[config.mk]
export PLATFORM = sky130hd
export DESIGN_NAME = lsu_access_controller
export DESIGN_NICKNAME = d
export VERILOG_FILES = /design/src/rtl/lsu_access_controller.sv
export SDC_FILE = /design/constraint.sdc
export NUM_CORES = 1
export LEC_CHECK = 0
export ABC_AREA = 1
export CORE_MARGIN = 2
export CORE_UTILIZATION = 54
export DETAILED_ROUTE_END_ITERATION = 8
export PLACE_DENSITY_LB_ADDON = 0.1
export SLEW_MARGIN = 20
export SYNTH_ARGS = -nofsm -noshare
export SYNTH_HDL_FRONTEND = slang
export SYNTH_SLANG_ARGS = --single-unit
[constraint.sdc]
create_clock -name clk -period 3.4 [get_ports clk]
set_clock_uncertainty 0.1 [all_clocks]
set_input_delay 0.85 -clock clk [delete_from_list [all_inputs] [get_ports clk]]
set_output_delay 0.85 -clock clk [all_outputs]
set_load 0.02 [all_outputs]
[src/rtl/lsu_access_controller.sv]
// Load/store sequencer between execute and a byte-enabled data memory: lane steering,
// load extension, and two-cycle splitting of word-crossing accesses.
module lsu_access_controller #(
  parameter int ALLOW_MISALIGNED = 1
) (
  input  logic        clk,
  input  logic        reset,
  input  logic        req_valid,
  output logic        req_ready,
  input  logic        req_write,
  input  logic [2:0]  req_funct3,
  input  logic [31:0] req_address,
  input  logic [31:0] req_wdata,
  output logic        resp_valid,
  input  logic        resp_ready,
  output logic [31:0] resp_rdata,
  output logic        resp_error,
  output logic        resp_split,
  output logic [31:0] mem_address,
  output logic [31:0] mem_data_in,
  output logic [3:0]  mem_read_byte_en,
  output logic [3:0]  mem_write_byte_en,
  input  logic [31:0] mem_data_out
);
  localparam logic [1:0] S_IDLE   = 2'd0;
  localparam logic [1:0] S_FIRST  = 2'd1;
  localparam logic [1:0] S_SECOND = 2'd2;
  localparam logic [1:0] S_RESP   = 2'd3;

  // Handshake: a request transfers on a clk edge with req_valid && req_ready; a response
  // transfers on a clk edge with resp_valid && resp_ready, and is held stable until then.
  logic [1:0]  state_q, state_d;
  logic        write_q, write_d;
  logic [2:0]  funct3_q, funct3_d;
  logic [31:0] addr_q, addr_d;
  logic [31:0] wdata_q, wdata_d;
  logic [55:0] buf_q, buf_d;
  logic        error_q, error_d;
  logic        split_q, split_d;

  logic [2:0]  req_size;
  logic        req_bad_f3, req_cross, req_illegal;
  logic [7:0]  lane_mask, lanes8;
  logic [31:0] wide_hi, raw, ext;

  always_comb begin
    case (req_funct3[1:0])
      2'd0:    req_size = 3'd1;
      2'd1:    req_size = 3'd2;
      default: req_size = 3'd4;
    endcase
    if (req_write) req_bad_f3 = (req_funct3 > 3'd2);
    else           req_bad_f3 = (req_funct3 == 3'd3) || (req_funct3 >= 3'd6);
    req_cross   = ({1'b0, req_address[1:0]} + req_size) > 3'd4;
    req_illegal = req_bad_f3 || (req_cross && (ALLOW_MISALIGNED == 0));
  end

  // Lane steering for the latched request; bytes past lane 3 spill into the second cycle.
  always_comb begin
    case (funct3_q[1:0])
      2'd0:    lane_mask = 8'h01;
      2'd1:    lane_mask = 8'h03;
      default: lane_mask = 8'h0F;
    endcase
    lanes8 = lane_mask << addr_q[1:0];
    case (addr_q[1:0])
      2'd1:    wide_hi = wdata_q >> 24;
      2'd2:    wide_hi = wdata_q >> 16;
      2'd3:    wide_hi = wdata_q >> 8;
      default: wide_hi = 32'h0;
    endcase
  end

  always_comb begin
    mem_address       = 32'h0;
    mem_data_in       = 32'h0;
    mem_read_byte_en  = 4'h0;
    mem_write_byte_en = 4'h0;
    if (state_q == S_FIRST) begin
      mem_address = {addr_q[31:2], 2'b00};
      mem_data_in = wdata_q << {addr_q[1:0], 3'b000};
      if (write_q) mem_write_byte_en = lanes8[3:0];
      else         mem_read_byte_en  = lanes8[3:0];
    end else if (state_q == S_SECOND) begin
      mem_address = {addr_q[31:2], 2'b00} + 32'd4;
      mem_data_in = wide_hi;
      if (write_q) mem_write_byte_en = lanes8[7:4];
      else         mem_read_byte_en  = lanes8[7:4];
    end
  end

  always_comb begin
    state_d  = state_q;
    write_d  = write_q;
    funct3_d = funct3_q;
    addr_d   = addr_q;
    wdata_d  = wdata_q;
    buf_d    = buf_q;
    error_d  = error_q;
    split_d  = split_q;
    case (state_q)
      S_IDLE: begin
        if (req_valid) begin
          write_d  = req_write;
          funct3_d = req_funct3;
          addr_d   = req_address;
          wdata_d  = req_wdata;
          buf_d    = 56'h0;
          error_d  = req_illegal;
          split_d  = 1'b0;
          state_d  = req_illegal ? S_RESP : S_FIRST;
        end
      end
      S_FIRST: begin
        buf_d[31:0] = mem_data_out;
        if (|lanes8[7:4]) begin
          split_d = 1'b1;
          state_d = S_SECOND;
        end else begin
          state_d = S_RESP;
        end
      end
      S_SECOND: begin
        // Only the low three bytes of the second word can ever reach the result.
        buf_d[55:32] = mem_data_out[23:0];
        state_d      = S_RESP;
      end
      default: begin
        if (resp_ready) state_d = S_IDLE;
      end
    endcase
  end

  always_ff @(posedge clk or negedge reset) begin
    if (!reset) begin
      state_q  <= S_IDLE;
      write_q  <= 1'b0;
      funct3_q <= 3'h0;
      addr_q   <= 32'h0;
      wdata_q  <= 32'h0;
      buf_q    <= 56'h0;
      error_q  <= 1'b0;
      split_q  <= 1'b0;
    end else begin
      state_q  <= state_d;
      write_q  <= write_d;
      funct3_q <= funct3_d;
      addr_q   <= addr_d;
      wdata_q  <= wdata_d;
      buf_q    <= buf_d;
      error_q  <= error_d;
      split_q  <= split_d;
    end
  end

  always_comb begin
    case (addr_q[1:0])
      2'd0:    raw = buf_q[31:0];
      2'd1:    raw = buf_q[39:8];
      2'd2:    raw = buf_q[47:16];
      default: raw = buf_q[55:24];
    endcase
    case (funct3_q)
      3'd0:    ext = {{24{raw[7]}}, raw[7:0]};
      3'd1:    ext = {{16{raw[15]}}, raw[15:0]};
      3'd2:    ext = raw;
      3'd4:    ext = {24'h0, raw[7:0]};
      3'd5:    ext = {16'h0, raw[15:0]};
      default: ext = 32'h0;
    endcase
  end

  assign req_ready  = (state_q == S_IDLE) && reset;
  assign resp_valid = (state_q == S_RESP);
  assign resp_error = resp_valid && error_q;
  assign resp_split = resp_valid && split_q;
  assign resp_rdata = (resp_valid && !write_q && !error_q) ? ext : 32'h0;
endmodule

**Word level (Yosys, flattened, before mapping)**

Cells that the tools add are included.

- Bits in registers: 128
- Input bits: 104
- Output and inout bits: 108
- Logic and storage cells: 78

- Add/sub/neg operators: 1
- Order comparisons: 2
- Equality and inequality tests: 14
- Shifts and indexed selects: 2
- Multiplexer cells: 29
- Reductions and logical operators: 21

Operators by type and width:

| kind | number |
|---|---|
| $mux 32 | 5 |
| $pmux 32 s5 | 1 |
| $pmux 32 s3 | 1 |
| $pmux 24 s3 | 1 |
| $pmux 32 s2 | 1 |
| $mux 56 | 1 |
| $pmux 24 s2 | 1 |
| $add 32x3->32 const B | 1 |
| $mux 4 | 8 |
| $shl 32x5->32 | 1 |
| $eq 2x2->1 const B | 4 |
| $pmux 4 s2 | 1 |
| $reduce_and 2->1 | 4 |
| $shl 8x2->8 | 1 |
| $eq 2x1->1 const B | 3 |
| $eq 3x2->1 const B | 2 |
| $eq 3x3->1 const B | 2 |
| $logic_not 2->1 | 3 |
| $mux 2 | 3 |
| $pmux 2 s3 | 1 |
| $logic_and 1x1->1 | 5 |
| $mux 1 | 4 |
| $reduce_bool 2->1 | 2 |
| $reduce_bool 4->1 | 1 |
| other kinds (11) | 12 |

**Longest topological paths before layout**

- Depth after elaboration: 6
- Gate-level depth with buffers: 12
- Mapped depth without buffers: 10

**Least setup slack after synthesis**

No wires, ideal clock.

- Path kind: register -> output
- From: register state_q[0]
- To: output resp_rdata[2]
- Arrival time: 1.787 ns
- Data required time: 2.450 ns
- Setup slack: 0.663 ns
- Stages on the path, launching flop included: 7
- Path buffers: 1
- Cell sequence: dfrtp_1 -> ha_1 -> inv_1 -> nor3_1 -> o21ai_1 -> clkbuf_1 -> a211oi_1

- Longest elaborated chain between the ends: 4

Ends and longest elaborated chain:

| element | RTL line | source |
|---|---|---|
| start: declaration | 32 | `logic [1:0] state_q, state_d;` |
| start signal: assignment | 145 | `state_q <= state_d;` |
| $eq 2x2->1 | 174 | `assign resp_valid = (state_q == S_RESP);` |
| via resp_valid | 14 | `output logic resp_valid,` |
| $logic_and 1x1->1 (2 in series) | 177 | `assign resp_rdata = (resp_valid && !write_q && !error_q) ? ext : 32'h0;` |
| $mux 32 | 177 |  |
| end: declaration | 16 | `output logic [31:0] resp_rdata,` |

The timed path passes the listed nets, and every way through them passes these cells.

**Worst setup path after layout**

- From: register addr_q[0]
- To: output mem_data_in[29]

- Longest elaborated chain between the ends: 2

Ends and longest elaborated chain:

| element | RTL line | source |
|---|---|---|
| start: declaration | 35 | `logic [31:0] addr_q, addr_d;` |
| start signal: assignment | 148 | `addr_q <= addr_d;` |
| $shl 32x5->32 | 81 | `mem_data_in = wdata_q << {addr_q[1:0], 3'b000};` |
| $mux 32 | 79 | `if (state_q == S_FIRST) begin` |
| end: declaration | 20 | `output logic [31:0] mem_data_in,` |

No other way between the ends.

==> impl_metrics.tcl <==
set metrics [dict create \
    synthTopCellsByArea "dfrtp_1, nand2_1, o21ai_0" \
    maxCapViolations 0 \
    dr_total_vias 9233 \
    fmax_mhz 300.7 \
    grt_pass1_wl_um 44840 \
    gp_congestion 0.9621 \
    relSlewSlack_pct 49.82 \
    synth-simple-area-share_pct 25.48 \
    leakagePower_nw 5.562 \
    grt_pass1_vias 8756 \
    die_w_um 126.2 \
    fin_crit_sh_pct 97.82 \
    synth_edf_count 0 \
    synth_common_cells "nand2_1, inv_1, dfrtp_1, nor2_1, o21ai_0" \
    clk_path_buf_depth 2 \
    num-fill-cells 1196 \
    rrSetupSlack_ns 1.25 \
    cp_max_fo 12 \
    start_util_pct 55.29 \
    crit_required_ns 2.45 \
    syn_inst 1180 \
    rsz0062_at_grt "false" \
    clk_latency_ns 0.42 \
    power_mw 10.79 \
    firstDrtPassIters 6 \
    synth_top_area_share_pct 39.71 \
    status "finished, final reports clean" \
    power_density_nw_per_um2 984.0 \
    dr.first_iter.drc_count 1240 \
    h-tree-depth 4 \
    core_area_sq_um 14590 \
    avgSynthCellArea_sq_um 6.836 \
    ys_ff_latch 128 \
    multi_input_area_sq_um 4079 \
    ys_types 40 \
    crit_type "reg2out" \
    start_kind "register" \
    syn_to_final_growth_pct 35.92 \
    port_buffers 209 \
    yosysSeqAreaShare_pct 39.71 \
    critPathMostFrequentCell "buf_4" \
    finalHoldViolations 0 \
    ant_nets 0 \
    drc 0 \
    drive_gt1_share_pct 8.805 \
    syn_area_sq_um 8066 \
    place_hpwl_um 20110 \
    nNetsFinal 1495 \
    vias_per_cell 5.840 \
    grt_max_degree 129 \
    synthMuxAreaShare_pct 0 \
    yosysWarnings 0 \
    synth-xor-area-share_pct 0.1086 \
    clock-sinks 128 \
    clk_root_buffer_cell "clkbuf_16" \
    antenna_found_initial 0 \
    worst_setup_path_end_kind "output port" \
    grt.overflow.total 0 \
    worstMarginPinSlew_ns 0.7527 \
    seq_area_sq_um 3206 \
    synthArstFlopShare_pct 100.0 \
    clk_pin_slew_ns 0.06 \
    synth_top_flop_cell "dfrtp_1" \
    synth_top_family_by_area "simple AND/OR/NAND/NOR gates" \
    finalCriticalPeriod_ns 3.326 \
    vdd_ir_drop_max_v 0.0005967 \
    cts_tree "built" \
    cts_buffers 17 \
    grt_util_all_layers_pct 35.50 \
    slowest_stage "clkdlybuf4s50_1" \
    die_h_um 126.2 \
    setup_tns_ns 0 \
    n_antenna_cell 0 \
    synth_top_area_cell "dfrtp_1" \
    path_cells "buf_4 > nor2_8 > buf_4 > a22oi_1 > a21oi_1 > clkdlybuf4s50_1" \
    yosysMostFrequentCell "nand2_1" \
    synth-adder-area-share_pct 0.7756 \
    cp.arrival_ns 2.38 \
    synth-compound-area-share_pct 22.99 \
    cts_hold_buf 0 \
    hold_path.class "in2async" \
    slew_violations 0 \
    finalWirelength_um 28510 \
    die_area_sq_um 15930 \
    slowest_delay_ns 0.63 \
    io_pins 212 \
    core.rowCount 44 \
    setup_viol 0 \
    wl_per_cell_um 18.03 \
]
kinds of logic (layout without fill, tap and decap cells):
logic type | after synthesis | in the layout
DFF | 128 | 128
other | 1 | 2
buffers and inverters | 213 | 428
AOI/OAI and AO/OA | 323 | 324
adders and majority gates | 5 | 5
and+or+nand+nor | 509 | 509
xor gates and xnor gates | 1 | 1
routing by layer:
metal	share of wire, %	global-route usage (%)	vias to the layer above
met1	39	46.36	4242
met3	9.8	7.774	125
met5	0	0	-
met2	45	55.22	552
li1	-	-	4314
met4	5.7	19.33	0
layout make-up:
class / instances / share of cell area [%]
multi-input combinational: 841 / 37.20
tap: 184 / 2.100
clock buffer: 21 / 4.291
clock inverter: 9 / 0.5592
timing repair buffer: 254 / 21.64
sequential: 128 / 29.24
inverter: 144 / 4.975
what timing repair did:
item | in CTS | in global routing
setup endpoints to repair | 91 | 53
cloned | 1 | 0
gates resized for setup | 100 | 46
pin swaps | 3 | 1
setup buffers | 2 | 0
registers in the layout, indices dropped and copies added, names as in the netlist:
register,count
split_q,1
wdata_q,32
write_q,1
funct3_q,3
error_q,1
buf_q,56
addr_q,32
state_q,2
worst max-delay path, delay by kind of cell (launching register included):
kind,cells,cell delay (ns)
compound gates,2,0.26
buf+inv,3,1.02
flops,1,0.44
simple gates,1,0.21
final timing paths:
path,startpoint,endpoint,cells after the start
setup / recovery,addr_q[0],mem_data_in[29],6
hold / removal,reset,buf_q[47],2
setup reg to reg,state_q[0],buf_q[27],7
hold reg to reg,wdata_q[2],wdata_q[2],2
max in group asynchronous,reset,addr_q[3],2
min in group clk,wdata_q[2],wdata_q[2],2
stage by stage:
step	worst slack (ns)	utilization (%)	cells	hold WS (ns)	area, sq um
2_1_floorplan	0.6634	-	1181	0.3656	8070
3_3_place_gp	0.1018	71.33	1548	0.4011	10410
3_5_place_dp	0.1124	71.33	1548	0.4148	10410
4_1_cts	0.001802	74.99	1581	0.4390	10940
5_1_grt	0.007777	75.15	1581	0.4654	10960
6_report	0.07412	75.15	1581	0.4349	10960
report_power, final:
group          total [mW]  leakage [nW]  internal [mW]  switching (mW)
sequential           2.83          1.61           2.23           0.604
clock                1.67         0.249          0.978           0.696
combinational        6.29          3.71           2.16            4.13
total                10.8          5.56           5.36            5.43
cell usage in the layout (no fill, tap or decap), types with 17 or more instances in the layout:
cell type	count
nand2_1	319
inv_1	132
dfrtp_1	126
nor2_1	118
o21ai_0	113
clkdlybuf4s50_1	112
o22ai_1	82
a21oi_1	75
dlygate4sd2_1	71
buf_4	40
nand3_1	36
o211ai_1	22
clkbuf_16	17
Note: power is estimated with default switching activity, not from simulation.
